## config.mk

```make
export PLATFORM = sky130hd
export DESIGN_NAME = load_store_unit
export DESIGN_NICKNAME = d
export VERILOG_FILES = /design/src/rtl/load_store_unit.sv
export SDC_FILE = /design/constraint.sdc
export NUM_CORES = 1
export LEC_CHECK = 0
export CAP_MARGIN = 0
export CORE_AREA = 2 2 128 130
export DETAILED_ROUTE_END_ITERATION = 12
export DIE_AREA = 0 0 130 132
export MAX_ROUTING_LAYER = met4
export PLACE_DENSITY = 0.71
export SYNTH_ARGS = -nofsm -noshare
export SYNTH_HDL_FRONTEND = slang
export SYNTH_SLANG_ARGS = --single-unit
```

## constraint.sdc

```tcl
create_clock -name clk -period 3 [get_ports clk]
set_clock_uncertainty 0.2 [all_clocks]
set_input_delay 0.6 -clock clk [delete_from_list [all_inputs] [get_ports clk]]
set_output_delay 0.6 -clock clk [all_outputs]
set_load 0.03 [all_outputs]
```

## src/rtl/load_store_unit.sv

```systemverilog
// load_store_unit: handshaked memory-access stage of the pipeline.
// One outstanding load/store, wait-state tolerant, with timeout abort.
module load_store_unit #(
    parameter int ADDR_WIDTH    = 16,
    parameter int MAX_WAIT      = 255,
    parameter bit MISALIGN_TRAP = 1'b1
) (
    input  logic                  clk,
    input  logic                  rst_n,
    input  logic                  halt,
    input  logic                  req_valid,
    output logic                  req_ready,
    input  logic                  req_store,
    input  logic [1:0]            req_size,
    input  logic                  req_unsigned,
    input  logic [ADDR_WIDTH-1:0] req_addr,
    input  logic [31:0]           req_wdata,
    input  logic [4:0]            req_rd,
    output logic                  mem_valid,
    input  logic                  mem_ready,
    output logic                  mem_we,
    output logic [ADDR_WIDTH-1:0] mem_addr,
    output logic [3:0]            mem_be,
    output logic [31:0]           mem_wdata,
    input  logic [31:0]           mem_rdata,
    input  logic                  mem_rvalid,
    output logic                  resp_valid,
    output logic [4:0]            resp_rd,
    output logic [31:0]           resp_data,
    output logic                  resp_err,
    output logic [1:0]            resp_err_code,
    output logic                  busy
);

    typedef enum logic [1:0] {IDLE, REQ, WAIT_R, RESP} state_t;

    state_t                state_q, state_d;
    logic                  st_q;
    logic [1:0]            size_q;
    logic                  uns_q;
    logic [ADDR_WIDTH-1:0] addr_q;
    logic [31:0]           wdata_q;
    logic [4:0]            rd_q;
    logic [31:0]           data_q;
    logic                  err_q;
    logic [1:0]            code_q;
    logic [15:0]           cnt_q;

    logic                  accept;
    logic                  size_bad;
    logic                  misal;
    logic                  pre_err;
    logic [1:0]            pre_code;
    logic [ADDR_WIDTH-1:0] addr_al;
    logic [1:0]            lane;
    logic [3:0]            be;
    logic [31:0]           wd;
    logic [31:0]           rshift;
    logic [31:0]           ld_ext;
    logic                  term;
    logic                  cap;
    logic                  tmo;

    assign accept   = (state_q == IDLE) && req_valid && !halt;
    assign size_bad = (req_size == 2'b11);
    assign misal    = ((req_size == 2'b01) && req_addr[0]) ||
                      ((req_size == 2'b10) && (req_addr[1:0] != 2'b00));
    assign pre_err  = size_bad || (MISALIGN_TRAP && misal);
    assign pre_code = size_bad ? 2'b11 : (pre_err ? 2'b01 : 2'b00);

    // When trapping, misaligned requests never reach the bus, so forcing
    // natural alignment unconditionally is harmless.
    always_comb begin
        addr_al = req_addr;
        if (req_size == 2'b01)
            addr_al = {req_addr[ADDR_WIDTH-1:1], 1'b0};
        else if (req_size == 2'b10)
            addr_al = {req_addr[ADDR_WIDTH-1:2], 2'b00};
    end

    assign lane = addr_q[1:0];

    always_comb begin
        be = 4'b1111;
        wd = wdata_q;
        unique case (1'b1)
            (size_q == 2'b00): begin
                be = 4'b0001 << lane;
                wd = {4{wdata_q[7:0]}};
            end
            (size_q == 2'b01): begin
                be = lane[1] ? 4'b1100 : 4'b0011;
                wd = {2{wdata_q[15:0]}};
            end
            default: ;
        endcase
    end

    assign rshift = mem_rdata >> {lane, 3'b000};

    always_comb begin
        ld_ext = rshift;
        unique case (1'b1)
            (size_q == 2'b00):
                ld_ext = uns_q ? {24'b0, rshift[7:0]}
                               : {{24{rshift[7]}}, rshift[7:0]};
            (size_q == 2'b01):
                ld_ext = uns_q ? {16'b0, rshift[15:0]}
                               : {{16{rshift[15]}}, rshift[15:0]};
            default: ;
        endcase
    end

    assign term = (cnt_q == 16'(MAX_WAIT - 1));

    always_comb begin
        state_d = state_q;
        cap     = 1'b0;
        tmo     = 1'b0;
        unique case (state_q)
            IDLE:
                if (accept) state_d = pre_err ? RESP : REQ;
            REQ: begin
                // a completion on the terminal count beats the timeout
                if (mem_ready && (st_q || mem_rvalid)) begin
                    state_d = RESP;
                    cap     = !st_q;
                end else if (term) begin
                    state_d = RESP;
                    tmo     = 1'b1;
                end else if (mem_ready) begin
                    state_d = WAIT_R;
                end
            end
            WAIT_R: begin
                if (mem_rvalid) begin
                    state_d = RESP;
                    cap     = 1'b1;
                end else if (term) begin
                    state_d = RESP;
                    tmo     = 1'b1;
                end
            end
            RESP:
                if (!halt) state_d = IDLE;
            default: state_d = IDLE;
        endcase
    end

    always_ff @(posedge clk or negedge rst_n) begin
        if (!rst_n) state_q <= IDLE;
        else        state_q <= state_d;
    end

    always_ff @(posedge clk or negedge rst_n) begin
        if (!rst_n) begin
            st_q    <= 1'b0;
            size_q  <= 2'b00;
            uns_q   <= 1'b0;
            addr_q  <= '0;
            wdata_q <= '0;
            rd_q    <= '0;
            data_q  <= '0;
            err_q   <= 1'b0;
            code_q  <= 2'b00;
            cnt_q   <= '0;
        end else begin
            if (accept) begin
                st_q    <= req_store;
                size_q  <= req_size;
                uns_q   <= req_unsigned;
                addr_q  <= addr_al;
                wdata_q <= req_wdata;
                rd_q    <= req_rd;
                data_q  <= '0;
                err_q   <= pre_err;
                code_q  <= pre_code;
                cnt_q   <= '0;
            end
            if (state_q == REQ || state_q == WAIT_R)
                cnt_q <= cnt_q + 16'd1;
            if (cap)
                data_q <= ld_ext;
            if (tmo) begin
                err_q  <= 1'b1;
                code_q <= 2'b10;
            end
        end
    end

    logic in_req;
    logic in_resp;
    logic ok_load;

    assign in_req  = (state_q == REQ);
    assign in_resp = (state_q == RESP);
    assign ok_load = in_resp && !err_q && !st_q;

    assign req_ready     = (state_q == IDLE) && !halt;
    assign busy          = (state_q != IDLE);
    assign mem_valid     = in_req;
    assign mem_we        = in_req && st_q;
    assign mem_addr      = in_req ? {addr_q[ADDR_WIDTH-1:2], 2'b00} : '0;
    assign mem_be        = in_req ? be : 4'b0000;
    assign mem_wdata     = in_req ? wd : 32'b0;
    assign resp_valid    = in_resp;
    assign resp_err      = in_resp && err_q;
    assign resp_err_code = in_resp ? code_q : 2'b00;
    assign resp_rd       = ok_load ? rd_q : 5'd0;
    assign resp_data     = ok_load ? data_q : 32'b0;

endmodule

```

==> results of run 1 <==
-- metal layers --
layer  GRT usage [%]  vias to the layer above  part of all wire (%)
li1                -                     2489                     -
met1            25.6                     2514                    43
met2            32.2                      180                    49
met3            5.03                       26                   6.6
met4            6.03                        0                   1.9
met5               -                        -                     0
-- Yosys cell counts (6+ instances only) --
library cell / n
o21ai_1: 6
nor2b_1: 6
buf_2: 9
ha_1: 7
nand3_1: 26
and2_1: 65
inv_1: 8
nor2_1: 41
a221o_1: 16
mux2i_1: 40
o21ai_0: 25
a21oi_1: 41
nand2_1: 44
dfrtp_1: 110
clkbuf_1: 19
buf_1: 9
mux2_2: 63
o2bb2ai_1: 6
-- registers in the layout, indices dropped and copies added, names as in the netlist, 2 cells and up --
signal and cells:
addr_q 16, cnt_q 16, code_q 2, data_q 32
rd_q 5, size_q 2, state_q 2, wdata_q 32
-- layout make-up --
class	count	area, um2
clock buffer	12	256
timing repair buffer	207	1980
inverter	9	33.8
tap	216	270
sequential	110	2750
fill	1399	7160
multi-input combinational	447	3210
clock inverter	4	53.8
-- path summary, 6_finish.rpt --
path / end / cells after the start / startpoint / slack (ps)
max: resp_rd[1] / 5 / state_q[1] / 150
min: rd_q[2] / 1 / rst_n / 20
max reg2reg: data_q[28] / 7 / state_q[1] / 480
min reg2reg: code_q[1] / 2 / code_q[1] / 290
max in group asynchronous: data_q[1] / 2 / rst_n / 1900
min in group clk: code_q[1] / 2 / code_q[1] / 290
-- per-stage QoR --
| step | instance area, um2 | hold WS (ps) |
|---|---|---|
| 2_1_floorplan | 6200 | 104 |
| 3_3_place_gp | 8210 | 282 |
| 3_5_place_dp | 8210 | 278 |
| 4_1_cts | 8500 | 47.5 |
| 5_1_grt | 8550 | 58.3 |
| 6_report | 8550 | 22.7 |
-- kinds of logic (layout without fill, tap and decap cells) --
logic type,after synthesis,count (layout),share of synthesized area (%)
AO/OA/AOI/OAI,109,109,11.8
XOR/XNOR,9,9,1.27
adder cells (fa/ha/maj),7,7,1.41
buffers and inverters,53,232,3.94
flip-flops,110,110,44.4
multiplexers,105,105,18.5
other,1,2,0.0605
AND/OR/NAND/NOR,215,215,18.6
-- power breakdown --
group / switching, mW / internal [mW]
combinational: 2.49 / 1.98
clock: 0.544 / 0.699
sequential: 0.544 / 2.13
-- timing repair --
item,in CTS,in global routing
setup endpoints to repair,12,27
setup buffers,0,0
gates resized for setup,12,22
==> impl_metrics.yaml, run 1 <==
status:
  status: "finished clean"
cts:
  cts_tree: "done"
  cts_buffers: 9
  cts_hold_buf: 0
  cts.clk_slew.worst_paths_ps: 70
  htree_levels: 3
  clock_latency_ps: 350
  cts_sinks: 110
  cts-root-buf: "clkbuf_16"
  cts_buffer_depth: 2
worst_setup_path:
  crit_chain: "ha_1 > nor3b_2 > buf_12 > and2_1 > dlygate4sd2_1"
  worstPathRequired_ps: 2200
  crit_path_max_fanout: 37
  cpMaxStageDelayCell: "dfrtp_1"
  worst_setup_path_end_kind: "output port"
  crit_buf_inv: 2
  cp_slowest_stage_delay_ps: 410
  crit_arrival_ps: 2050
  start_kind: "flop"
  criticalPathCategory: "reg -> out"
  crit_family: "buffers and inverters"
detailed_routing:
  drc: 0
  drt-pass1-iter-count: 4
  wl_mm: 16.5
  antenna_left: 0
  vias: 5209
  viasPerCell: 5.18
  routedWlPerCell_um: 16.4
  drt_iter0_markers: 342
timing:
  clock.fmax_mhz: 351
  worst_slew_pin_slew_ps: 893
  finalHoldViolations: 0
  tns_ps: 0
  slew_viol_final: 0
  slew_headroom_pct: 40.5
  period_share_pct: 94.9
  rsz0062_at_grt: "no"
  setup_viol: 0
  layout_min_cycle_time_ps: 2850
  setup_ws_ps: 152
yosys:
  synth_cell_types: 58
  synth_ff_type: "dfrtp_1"
  synth.area.top_cells: "dfrtp_1, mux2_2, and2_1, mux2i_1, a21oi_1"
  syn_inst: 609
  ys_warn_count: 0
  synth_top_area_share_pct: 44.4
  synth_edf_count: 0
  ys_async_sr_fraction_pct: 100
  ys_ff_latch: 110
  syn_area_um2: 6190
  yosysTopAreaCell: "dfrtp_1"
  synth_area_per_cell_um2: 10.2
  seq_area_frac_synth_pct: 44.4
pwr:
  p_total_mw: 8.39
  leakage_nw: 4.05
  power.density_nw_per_um2: 981
  peakVddDrop_uv: 577
finish:
  final_common_cell: "dfrtp_1"
  syn2layout_area_growth_pct: 38.1
  stdcell_count: 1005
  diodes: 0
  drive_gt1_share_pct: 21.8
  most-common-layout-cells: "dfrtp_1, clkdlybuf4s50_1, buf_4"
  nets: 886
  post-route-util_pct: 54.4
placement:
  io_buffer_count: 189
  place_congestion: 0.888
  place_ws_ps: 148
  dp_hpwl_mm: 12.3
  dp_cells: 989
floorplanning:
  row_count: 46
  coreArea_um2: 15700
  die_x_um: 130
  die_y_um: 132
  dieArea_um2: 17200
  io_pins: 192
  initial_core_util_pct: 39.4
global_route:
  track_usage_pct: 20.3
  first_global_vias: 5402
  globalRouteOverflowTotal: 0
  grt_pass1_wl_mm: 27.2
  grt_start_max_net_pins: 56
  antenna_found_initial: 0
flow_run:
  maxCapViolations: 0
worst_hold_path:
  hold_path_class: "in -> async"
No activity file was read; power rests on OpenSTA's default activity.
==> inputs of run 2 (changes only) <==
--- a/config.mk
+++ b/config.mk
@@ -5,10 +5,11 @@
 export SDC_FILE = /design/constraint.sdc
 export NUM_CORES = 1
 export LEC_CHECK = 0
-export CAP_MARGIN = 0
+export CAP_MARGIN = 25
 export CORE_AREA = 2 2 128 130
 export DETAILED_ROUTE_END_ITERATION = 12
 export DIE_AREA = 0 0 130 132
+export GPL_TIMING_DRIVEN = 0
 export MAX_ROUTING_LAYER = met4
 export PLACE_DENSITY = 0.71
 export SYNTH_ARGS = -nofsm -noshare
==> impl_metrics.yaml, run 2 (synthesis gave the netlist of run 1 again) <==
finish:
  diodes: 0
  nets: 918
  top_regs: "data_q (32), wdata_q (32)"
  final_cell_area_um2: 8560
  most-common-layout-cells: "dfrtp_1, clkdlybuf4s50_1, and2_1"
  syn2layout_area_growth_pct: 38.1
  final_common_cell: "dfrtp_1"
  drive_gt1_share_pct: 23.6
  post-route-util_pct: 54.5
worst_setup_path:
  crit_buf_inv: 3
  worstPathRequired_ps: 2200
  cpMaxStageDelayCell: "clkbuf_1"
  criticalPathCategory: "reg -> out"
  cp_slowest_stage_delay_ps: 390
  crit_family: "buffers and inverters"
  worst_setup_path_end_kind: "output port"
  crit_chain: "clkbuf_1 > buf_2 > mux2i_1 > nor2_1 > clkdlybuf4s18_2"
  crit_arrival_ps: 2070
  start_kind: "flop"
  crit_path_max_fanout: 10
cts:
  cts_tree: "done"
  cts-root-buf: "clkbuf_16"
  clock_latency_ps: 350
  cts_sinks: 110
  cts_hold_buf: 0
  cts.clk_slew.worst_paths_ps: 70
  cts_buffer_depth: 2
  cts_buffers: 9
  htree_levels: 3
detailed_routing:
  vias: 5466
  routedWlPerCell_um: 17.6
  drc: 0
  wl_mm: 18.2
  drt_iter0_markers: 382
  drt-pass1-iter-count: 5
  viasPerCell: 5.27
  antenna_left: 0
global_route:
  grt_start_max_net_pins: 73
  antenna_found_initial: 0
  grt_pass1_wl_mm: 29.0
  track_usage_pct: 22.0
  first_global_vias: 5568
  globalRouteOverflowTotal: 0
placement:
  io_buffer_count: 189
  dp_hpwl_mm: 13.6
  placed_area_um2: 8400
  place_ws_ps: -370
  place_congestion: 0.883
floorplanning:
  dieArea_um2: 17200
  coreArea_um2: 15700
  die_x_um: 130
  initial_core_util_pct: 39.4
  die_y_um: 132
  row_count: 46
  io_pins: 192
pwr:
  p_total_mw: 8.60
  peakVddDrop_uv: 490
  leakage_nw: 3.87
  power.density_nw_per_um2: 1010
timing:
  slew_headroom_pct: 47.2
  slew_viol_final: 0
  period_share_pct: 95.6
  rsz0062_at_grt: "yes"
  clock.fmax_mhz: 349
  finalHoldViolations: 0
  setup_ws_ps: 133
  layout_min_cycle_time_ps: 2870
  worst_slew_pin_slew_ps: 786
  setup_viol: 0
  tns_ps: 0
worst_hold_path:
  hold_path_class: "in -> async"
flow_run:
  maxCapViolations: 0
status:
  status: "finished clean"
[run 2: changes by cell type in the layout (fill, tap and decap cells not counted), moves of 2 or more]
| cell | previous run | this run |
|---|---|---|
| dlygate4sd2_1 | 10 | 17 |
| buf_6 | 1 | 4 |
| inv_1 | 8 | 6 |
| clkbuf_1 | 1 | 11 |
| dlymetal6s2s_1 | 18 | 3 |
| clkdlybuf4s15_1 | 2 | 7 |
| clkdlybuf4s18_2 | 0 | 2 |
| clkbuf_4 | 0 | 4 |
| buf_1 | 0 | 6 |
| buf_4 | 71 | 13 |
| buf_2 | 0 | 20 |
| clkbuf_2 | 0 | 43 |
| clkdlybuf4s15_2 | 0 | 9 |
| buf_12 | 5 | 0 |
[run 2: worst paths after layout]
check                            from       endpoint  slack, ps  depth (start not counted)
min                             rst_n        rd_q[0]         30                          1
max in group asynchronous       rst_n    wdata_q[31]       1810                          2
max reg2reg                state_q[0]     addr_q[13]        450                          6
max                         size_q[1]  mem_wdata[16]        130                          5
min in group clk              rd_q[4]        rd_q[4]        300                          1
min reg2reg                   rd_q[4]        rd_q[4]        300                          1
[run 2: repair_timing]
item	4_1_cts	5_1_grt
gates resized for setup	163	107
endpoints found under the setup margin	85	71
buffers inserted	4	2
hold endpoints to repair	0	0
[run 2: metal layers]
layer	global-route usage [%]	vias to the layer above	share of wire, %
li1	-	2561	-
met3	4.38	27	6.8
met4	6.21	0	1.7
met2	36.0	226	48
met5	-	-	0
met1	27.8	2652	43
[run 2: power by group]
part           switching (mW)  internal (mW)
clock network           0.550          0.782
logic                    2.69           1.95
registers               0.493           2.13
total                    3.74           4.87
[run 2: area by class of cell]
type	instances	area, um2
Buffer	42	224
Sequential cell	110	2750
Timing Repair Buffer	197	1730
Clock buffer	12	256
Tap cell	216	270
Inverter	9	37.5
Clock inverter	4	76.3
Fill cell	1422	7160
Multi-Input combinational cell	447	3210
[run 2: per-stage QoR]
stage          hold slack [ps]  std cells
4_1_cts                   56.0       1035
3_5_place_dp               286       1017
6_report                  34.8       1037
5_1_grt                   79.0       1037
3_3_place_gp               279       1015
2_1_floorplan              104        610
==> inputs of run 3 (changes only) <==
--- a/config.mk
+++ b/config.mk
@@ -6,9 +6,9 @@
 export NUM_CORES = 1
 export LEC_CHECK = 0
 export CAP_MARGIN = 25
-export CORE_AREA = 2 2 128 130
+export CORE_AREA = 5 5 131 133
 export DETAILED_ROUTE_END_ITERATION = 12
-export DIE_AREA = 0 0 130 132
+export DIE_AREA = 0 0 136 138
 export GPL_TIMING_DRIVEN = 0
 export MAX_ROUTING_LAYER = met4
 export PLACE_DENSITY = 0.71
==> impl_metrics.yaml, run 3 (synthesis gave the netlist of run 1 again) <==
finish:
  drive_gt1_share_pct: 22.8
  syn2layout_area_growth_pct: 37.9
  regArea_um2: 2750
  post-route-util_pct: 54.4
  diodes: 0
  final_common_cell: "dfrtp_1"
  most-common-layout-cells: "dfrtp_1, clkdlybuf4s50_1, and2_1"
  multi_input_comb_area_um2: 3220
  stdcell_count: 1033
  nets: 914
  n_fill_cell: 1433
  top_regs: "data_q (32), wdata_q (32)"
pwr:
  p_sw_mw: 3.74
  peakVddDrop_uv: 588
  power_frac_comb_pct: 53.8
  power.density_nw_per_um2: 1000
  clkPwrFrac_pct: 15.3
  p_int_mw: 4.80
  p_seq_share_pct: 30.8
  leakage_nw: 3.83
  switching_share_pct: 43.8
flow_run:
  maxCapViolations: 0
cts:
  clock_latency_ps: 360
  cts_sinks: 110
  cts_hold_buf: 0
  htree_levels: 3
  cts.clk_slew.worst_paths_ps: 70
  cts_tree: "done"
  cts_buffer_depth: 2
  cts-root-buf: "clkbuf_16"
  cts_buffers: 9
worst_setup_path:
  worstPathRequired_ps: 2200
  crit_arrival_ps: 2120
  crit_path_max_fanout: 10
  worst_setup_path_end_kind: "output port"
  start_kind: "flop"
  criticalPathCategory: "reg -> out"
global_route:
  grt_pass1_wl_mm: 30.0
  first_global_vias: 5788
  grt_start_max_net_pins: 72
  antenna_found_initial: 0
  track_usage_pct: 20.5
  globalRouteOverflowTotal: 0
floorplanning:
  io_pins: 192
  row_count: 46
  die_y_um: 138
  coreArea_um2: 15700
  die_x_um: 136
  dieArea_um2: 18800
  initial_core_util_pct: 39.4
timing:
  setup_viol: 0
  period_share_pct: 97.2
  hold_slack_ps: 21.4
  slew_viol_final: 0
  finalHoldViolations: 0
  worst_slew_pin_slew_ps: 768
  clock.fmax_mhz: 343
  rsz0062_at_grt: "yes"
  layout_min_cycle_time_ps: 2920
  slew_headroom_pct: 48.4
placement:
  dp_cells: 1017
  place_congestion: 0.885
  io_buffer_count: 189
  dp_hpwl_mm: 14.3
detailed_routing:
  drc: 0
  drt_iter0_markers: 386
  viasPerCell: 5.28
  antenna_left: 0
  drt-pass1-iter-count: 5
  wl_mm: 18.7
  routedWlPerCell_um: 18.1
  vias: 5459
worst_hold_path:
  hold_path_class: "in -> async"
status:
  status: "finished clean"
[run 3: cell types whose count changed in the layout (fill, tap and decap cells not counted), moves of 2 or more]
cell,previous run,this run
dlymetal6s2s_1,3,0
clkdlybuf4s15_1,7,4
buf_4,13,11
clkbuf_2,43,27
clkbuf_4,4,7
clkdlybuf4s18_2,2,0
clkdlybuf4s15_2,9,11
clkdlybuf4s50_1,100,103
dlygate4sd2_1,17,24
clkbuf_8,2,0
buf_2,20,27
[run 3: worst paths after layout]
kind	startpoint	slack (ps)	endpoint	cells after the start
worst max register to register	state_q[0]	390	addr_q[5]	6
worst min-delay path	rst_n	20	rd_q[2]	1
worst min register to register	data_q[3]	290	data_q[3]	2
worst max-delay path	size_q[0]	80	mem_wdata[10]	7
max in group asynchronous	rst_n	1840	wdata_q[31]	2
min in group clk	data_q[3]	290	data_q[3]	2
[run 3: critical path, cell delays in order, from the launching register on]
cell and delay, ps:
dfrtp_1 330, buf_2 220, or2_0 130, clkbuf_2 180, clkbuf_4 240, nand2_1 70, a21oi_1 230, clkdlybuf4s15_2 340
[run 3: layer usage]
layer,vias to the layer above,routed length (um),GRT usage (%)
met5,-,0,-
met4,0,328,5.84
met3,34,1440,5.73
met2,223,9050,32.8
met1,2654,7860,25.5
li1,2548,-,-
[run 3: what timing repair did]
action / 4_1_cts / 5_1_grt
setup endpoints to repair: 85 / 61
setup buffers: 2 / 0
cloned: 0 / 0
resized for setup: 195 / 88
pin swaps: 0 / 0
[run 3: cell type report]
cell class | instances | area share (%)
multi-input cells | 447 | 37.7
flip-flops and latches | 110 | 32.2
repair buffers | 193 | 20.1
well taps | 216 | 3.16
clock buffers | 10 | 2.68
plain buffers | 42 | 2.68
clock inverters | 6 | 1.10
inverters | 9 | 0.439
[run 3: metrics by stage]
step / total power [mW] / area [um2] / setup TNS [ps] / setup WS (ps)
2_1_floorplan: 5.70 / 6200 / 0 / 203
3_3_place_gp: 7.27 / 8360 / -381330 / -3100
3_5_place_dp: 7.44 / 8400 / -7930 / -377
4_1_cts: 8.65 / 8740 / 0 / 1.45
5_1_grt: 9.11 / 8540 / -60.1 / -14.2
6_report: 8.54 / 8540 / 0 / 83.7
[run 3: power groups by stage]
stage          Combinational [mW]  Clock [mW]  Sequential (mW)
5_1_grt                      4.99        1.40             2.72
2_1_floorplan                3.24           0             2.46
4_1_cts                      4.68        1.34             2.63
3_5_place_dp                 4.78           0             2.66
3_3_place_gp                 4.66           0             2.61
6_report                     4.60        1.31             2.63
